## src/rtl/logic_result_serializer.sv

```systemverilog
`default_nettype none
//==============================================================================
// Module   : logic_result_serializer
// Purpose  : Waits a settle window after a start request, captures the AND,
//            OR and XOR results of the bitwise stage into one shift register
//            and streams them out MSB-first as bytes over valid/ready.
//            Frame order: ab_and, ab_or, ab_xor, each high byte first.
// Ports    : clk        - rising-edge clock
//            rst_n      - asynchronous active-low reset
//            start      - capture/send request, sampled only in IDLE
//            ab_and     - AND result word   (WIDTH bits)
//            ab_or      - OR result word    (WIDTH bits)
//            ab_xor     - XOR result word   (WIDTH bits)
//            busy       - high whenever the FSM is not IDLE
//            out_data   - current byte (top byte of the shift register)
//            out_valid  - out_data holds a byte to transfer
//            out_ready  - sink accepts the byte
//            out_last   - high with the final byte of a frame
//            done       - one-cycle pulse after the final byte transfers
// Params   : WIDTH      - result word width, multiple of 8 and >= 8
//            SETTLE     - cycles from start to capture (0 = capture on start)
// Revision : 1.0 - initial release
//==============================================================================
module logic_result_serializer #(
  parameter int WIDTH  = 16,
  parameter int SETTLE = 2
) (
  input  logic             clk,
  input  logic             rst_n,
  input  logic             start,
  input  logic [WIDTH-1:0] ab_and,
  input  logic [WIDTH-1:0] ab_or,
  input  logic [WIDTH-1:0] ab_xor,
  output logic             busy,
  output logic [7:0]       out_data,
  output logic             out_valid,
  input  logic             out_ready,
  output logic             out_last,
  output logic             done
);

  // Frame geometry
  localparam int N_BYTES = 3 * WIDTH / 8;
  localparam int SHW     = 3 * WIDTH;
  localparam int IDXW    = (N_BYTES > 1) ? $clog2(N_BYTES) : 1;
  localparam int CNTW    = (SETTLE > 1) ? $clog2(SETTLE) : 1;

  localparam logic [IDXW-1:0] LAST_IDX    = IDXW'(N_BYTES - 1);
  // Only meaningful when SETTLE > 0; with SETTLE == 0 the SETTLE state is
  // never entered.
  localparam logic [CNTW-1:0] SETTLE_LAST = CNTW'((SETTLE > 0) ? (SETTLE - 1) : 0);

  typedef enum logic [1:0] {
    ST_IDLE   = 2'd0,
    ST_SETTLE = 2'd1,
    ST_SEND   = 2'd2
  } state_t;

  state_t            state_q;
  logic [SHW-1:0]    shift_q;
  logic [CNTW-1:0]   cnt_q;
  logic [IDXW-1:0]   idx_q;
  logic              busy_q;
  logic              valid_q;
  logic              last_q;
  logic              done_q;

  // Next-value helpers
  logic [SHW-1:0]    shift_d;
  logic [SHW-1:0]    capture_d;
  logic [IDXW-1:0]   idx_d;

  assign shift_d   = {shift_q[SHW-9:0], 8'h00};
  assign capture_d = {ab_and, ab_or, ab_xor};
  assign idx_d     = idx_q + 1'b1;

  always_ff @(posedge clk or negedge rst_n) begin
    if (!rst_n) begin
      state_q <= ST_IDLE;
      shift_q <= '0;
      cnt_q   <= '0;
      idx_q   <= '0;
      busy_q  <= 1'b0;
      valid_q <= 1'b0;
      last_q  <= 1'b0;
      done_q  <= 1'b0;
    end else begin
      // done is a single-cycle strobe unless re-armed below
      done_q <= 1'b0;

      unique case (state_q)
        ST_IDLE: begin
          if (start) begin
            busy_q <= 1'b1;
            if (SETTLE == 0) begin
              // No settle window: the inputs present now are the frame.
              shift_q <= capture_d;
              idx_q   <= '0;
              valid_q <= 1'b1;
              // A frame is always at least 3 bytes, so byte 0 is never last.
              last_q  <= 1'b0;
              state_q <= ST_SEND;
            end else begin
              cnt_q   <= '0;
              state_q <= ST_SETTLE;
            end
          end
        end

        ST_SETTLE: begin
          if (cnt_q == SETTLE_LAST) begin
            shift_q <= capture_d;
            idx_q   <= '0;
            valid_q <= 1'b1;
            last_q  <= 1'b0;
            state_q <= ST_SEND;
          end else begin
            cnt_q <= cnt_q + 1'b1;
          end
        end

        ST_SEND: begin
          // valid_q is always high here, so a transfer is just out_ready.
          // Without a transfer every output register simply holds.
          if (out_ready) begin
            shift_q <= shift_d;
            if (idx_q == LAST_IDX) begin
              idx_q   <= '0;
              valid_q <= 1'b0;
              last_q  <= 1'b0;
              busy_q  <= 1'b0;
              done_q  <= 1'b1;
              state_q <= ST_IDLE;
            end else begin
              idx_q  <= idx_d;
              last_q <= (idx_d == LAST_IDX);
            end
          end
        end

        default: begin
          state_q <= ST_IDLE;
          busy_q  <= 1'b0;
          valid_q <= 1'b0;
          last_q  <= 1'b0;
        end
      endcase
    end
  end

  // Top byte of the shift register is the byte on offer; after the final
  // shift the register is all zero, so out_data idles at 0x00.
  assign out_data  = shift_q[SHW-1 -: 8];
  assign out_valid = valid_q;
  assign out_last  = last_q;
  assign busy      = busy_q;
  assign done      = done_q;

endmodule
`default_nettype wire

```

## config.mk

```make
export PLATFORM = sky130hd
export DESIGN_NAME = logic_result_serializer
export DESIGN_NICKNAME = d
export VERILOG_FILES = /design/src/rtl/logic_result_serializer.sv
export SDC_FILE = /design/constraint.sdc
export NUM_CORES = 1
export LEC_CHECK = 0
export CORE_MARGIN = 1.5
export CORE_UTILIZATION = 50
export DETAILED_ROUTE_END_ITERATION = 12
export GPL_ROUTABILITY_DRIVEN = 0
export PLACE_DENSITY = 0.81
export SETUP_SLACK_MARGIN = 0.5
export SKIP_CTS_REPAIR_TIMING = 1
export SLEW_MARGIN = 15
export SYNTH_ARGS = -nofsm -noshare
export SYNTH_HDL_FRONTEND = slang
export SYNTH_SLANG_ARGS = --single-unit
```

## constraint.sdc

```tcl
create_clock -name clk -period 2.1 [get_ports clk]
set_clock_uncertainty 0.1 [all_clocks]
set_input_delay 0.315 -clock clk [delete_from_list [all_inputs] [get_ports clk]]
set_output_delay 0.315 -clock clk [all_outputs]
set_load 0.005 [all_outputs]
```

# After elaboration in Yosys (flattened, before gate mapping)
# Cells that the tools add are included.
# word_totals
reg_bits	58
in_bits	52
out_inout_bits	12
# op_classes
addsub	2
n_eq_ne	8
n_mux	28
bitwise	2
n_reduce_logical	9
# op_table
cell	count
$mux 48	2
$pmux 48 s2	1
$mux 1	12
$reduce_and 4->1	3
$mux 3	3
$pmux 1 s3	3
$mux 2	4
$ne 2x2->1 const B	4
$eq 3x3->1 const B	2
$pmux 2 s3	1
$pmux 3 s2	1
$reduce_and 3->1	2
$reduce_bool 2->1	2
$add 3x1->3 const B	1
$eq 2x1->1 const B	1
$eq 2x2->1 const B	1
$logic_not 2->1	1
$not 1->1	2
$pmux 1 s2	1
$reduce_and 2->1	1
$add 1x1->1 const B	1

# Depth between registers and ports, before layout
# logic_depth
ltp_word	5
mapped_depth	5

# Worst setup path after synthesis
# OpenSTA, ideal clock, no wires.
# synth_timing
path_type	reg-to-reg
startpoint	register state_q[0]
endpoint	register shift_q[10]
arrival_ps	1379
t_required_ps	1875
setup_slack_ps	497
stages_incl_launch_ff	6
path_buffers	2
synth_period_minus_slack_ps	1603
path_cell_list	dfrtp_1 -> nor2b_1 -> buf_6 -> buf_6 -> mux2_1 -> mux2_2
# synth_between
elab_chain_cells	3
word_cells_on_any_way	7
# synth_lines
item	line_no	rtl
start: declaration	59	state_t state_q;
start signal: assignment	79	state_q <= ST_IDLE;
start signal: assignment	102	state_q <= ST_SEND;
start signal: assignment	105	state_q <= ST_SETTLE;
$eq 2x1->1 / $eq 2x2->1 (equally long branches)	91	unique case (state_q)
$ne 2x2->1 (no line) / $reduce_bool 2->1 (equally long branches)	--	
$reduce_and 3->1 (no line)	--	
end signal: assignment	97	shift_q <= capture_d;
end signal: assignment	112	shift_q <= capture_d;
end signal: assignment	126	shift_q <= shift_d;
end: declaration	60	logic [SHW-1:0] shift_q;
# Several ways; a longest one is shown, not always the timed one.
# A chain may end at the register's enable or synchronous reset.

# Final worst setup path
# layout_timing
startpoint	register state_q[0]
endpoint	register shift_q[23]
# Same word-level chain as after synthesis.

==> reports/qor.csv <==
stage;metric;value;unit
yosys;yosys.area_share.simple;2.496;%
setup_path;rr_startpoint;state_q[0]$_DFFE_PN0P_;
clocking;cts_sinks;58;
setup_path;r2r_end;shift_q[23]$_DFFE_PN0P_;
yosys;synthCells;201;
setup_path;critical_path.startpoint;state_q[0]$_DFFE_PN0P_;
global_routing;grt_pass1_wl;8.783;mm
yosys;ys_top_cells_by_area;dfrtp_1 52%, mux2_1 16%, mux2_2 16%;
setup_path;crit_chain;nor2b_4 > buf_12 > mux2_1 > mux2_2;
yosys;synthDistinctLibCells;27;
layout;stdcell_count;349;
yosys;synth_mux_area_share;32.84;%
die;num_rows;27;
detailed_routing;drt-wirelength-per-cell;16.79;um
hold_path;hp-start;shift_q[44]$_DFFE_PN0P_;
setup_path;r2r_cells;4;
layout;drive_gt1_share;29.24;%
yosys;synth_xor_area_share;0;%
layout;antenna_cells;0;
yosys;yosys_warnings;0;
yosys;synthesis.area;0.002808;mm^2
global_routing;first_global_vias;1939;
flow_run;cap_violations;0;
setup_path;cp.depth;4;
setup_path;crit_buf_inv;1;
place;place.detailed.hpwl;3.679;mm
yosys;synth-edff-count;0;
die;die_w;77.94;um
detailed_routing;via_per_inst;5.292;
detailed_routing;drt_wl_total;5.858;mm
yosys;ys.flop_type;dfrtp_1;
yosys;yosysSeqAreaShare;51.69;%
sta;slew_violations;0;
setup_path;crit_end;shift_q[23]$_DFFE_PN0P_;
layout;final_common_cell;dfrtp_1;
place;placed_cell_area;0.003467;mm^2
global_routing;overflow;0;
clocking;clock_tree.buffer_depth;2;
setup_path;max_stage_delay;0.46;ns
sta;period_needed;1.730;ns
setup_path;r2r_slack;0.37;ns
sta;tightest_slew;0.5999;ns
run_status;status;finished clean;
yosys;synth_fa_ha_area_share;0;%
setup_path;arrival;1.84;ns
layout;fin_nets;324;
global_routing;grt_antenna_before_repair;0;
yosys;syn_nets;253;
clocking;tritoncts;done;
setup_path;end_kind;register;
power;irDropWorstVdd;796.1;uV
yosys;ys_seq_elements;58;
setup_path;path_delay_family;multiplexers;
place;place_ws;0.1801;ns
hold_path;min_path_type;register to register;
layout;syn2layout_area_growth;38.77;%
setup_path;cp-start-kind;register;
setup_path;criticalPathCategory;register to register;
sta;holdWs;0.3997;ns
die;start_util;51.30;%
sta;hold_violations;0;
clocking;clk_latency;0.33;ns
global_routing;grt_max_degree;34;
yosys;syn_area_per_cell;13.97;um^2
setup_path;crit_slowest_cell;dfrtp_2;
sta;rsz0062_at_grt;yes;
yosys;synth_top_family_by_area;multiplexers;
die;core;0.005473;mm^2
layout;postLayoutCoreUtil;71.19;%
sta;clock.fmax;578.0;MHz
sta;finalSetupViolCount;0;
global_routing;grt_usage;19.06;%
die;io_pins;64;
clocking;path_clk_slew;0.07;ns
die;die_h;77.94;um
detailed_routing;firstDrtPassIters;4;
die;dieArea;0.006074;mm^2
clocking;cts_made_buffers;9;
place;dp_cells;324;
layout;fillers;373;
detailed_routing;dr_total_vias;1847;
yosys;synth_compound_area_share;6.239;%
power;power_density;1415;mW/mm^2
setup_path;crit_path_max_fanout;28;
sta;setup_ws;0.3698;ns
yosys;async_reset_ff_share;100.0;%
sta;setup_tns;0;ns
detailed_routing;drtAntennaViolNets;0;
layout;fin_area;0.003896;mm^2
detailed_routing;drc_errors;0;
power;power.leakage;1.750;nW
clocking;clk_root_buffer_cell;clkbuf_8;
yosys;synth.top_cell.area_share;51.69;%
clocking;h-tree-depth;3;
sta;slew-limit-headroom;60.01;%
detailed_routing;drt_iter0_markers;81;
power;total_power;5.514;mW
setup_path;required;2.21;ns
yosys;yosysTopAreaCell;dfrtp_1;
layout;layout_common_cells;57 x dfrtp_1, 51 x clkdlybuf4s50_1, 40 x mux2_1, 40 x mux2_2;
sta;fin_crit_sh;82.39;%
place;port_buffers;63;
==> how the worst min path moves through the flow <==
| stage | endpoint | slack [ns] | cells past startpoint |
|---|---|---|---|
| 6_report | shift_q[44]$_DFFE_PN0P_ | 0.40 | 1 |
| 5_1_grt | shift_q[37]$_DFFE_PN0P_ | 0.42 | 1 |
| 4_1_cts | shift_q[2]$_DFFE_PN0P_ | -0.11 | 1 |
| 3_5_place_dp | shift_q[2]$_DFFE_PN0P_ | 0.25 | 1 |
| 3_3_place_gp | shift_q[2]$_DFFE_PN0P_ | 0.25 | 1 |
| 2_1_floorplan | busy$_DFFE_PN0P_ | -0.08 | 0 |
==> per-layer routing <==
layer / vias to the layer above / global-route usage, % / routed length, um
met5: - / 0 / 0
met4: 0 / 8.393 / 170
met3: 16 / 5.176 / 298
met2: 55 / 31.22 / 2792
met1: 909 / 23.58 / 2598
li1: 867 / - / -
==> sequential cells by signal, indices dropped and copies added, names as in the netlist <==
signal	flops
shift_q	48
idx_q	3
state_q	2
busy	1
cnt_q	1
done	1
out_last	1
out_valid	1
==> synth_stat cells, types with 2 or more instances <==
cell type / instances
o21ai_0: 6
mux2_2: 40
a21oi_1: 3
inv_1: 4
buf_4: 8
mux2_1: 41
buf_6: 9
dfrtp_1: 58
a31oi_1: 2
a22o_1: 9
clkbuf_1: 2
nor2_1: 4
==> area by class of cell <==
| class | instances | area (um^2) | area share, % |
|---|---|---|---|
| Multi-Input combinational cell | 119 | 1197 | 30.73 |
| Inverter | 4 | 15.01 | 0.3854 |
| Clock buffer | 11 | 151.4 | 3.886 |
| Clock inverter | 5 | 100.1 | 2.569 |
| Timing Repair Buffer | 80 | 889.6 | 22.83 |
| Sequential cell | 58 | 1453 | 37.28 |
| Tap cell | 72 | 90.09 | 2.312 |
==> kinds of logic after synthesis <==
| family | Yosys count |
|---|---|
| DFF | 58 |
| buffers and inverters | 24 |
| and+or+nand+nor | 12 |
| AOI/OAI and AO/OA | 25 |
| muxes | 82 |
==> report_power, final <==
part | switching (mW) | internal, mW | leakage, nW | total [mW]
Sequential | 0.306 | 1.65 | 0.702 | 1.96
Clock | 0.439 | 0.849 | 0.129 | 1.29
Combinational | 0.838 | 1.43 | 0.918 | 2.27
Total | 1.58 | 3.93 | 1.75 | 5.51
No activity file was read; power rests on OpenSTA's default activity.
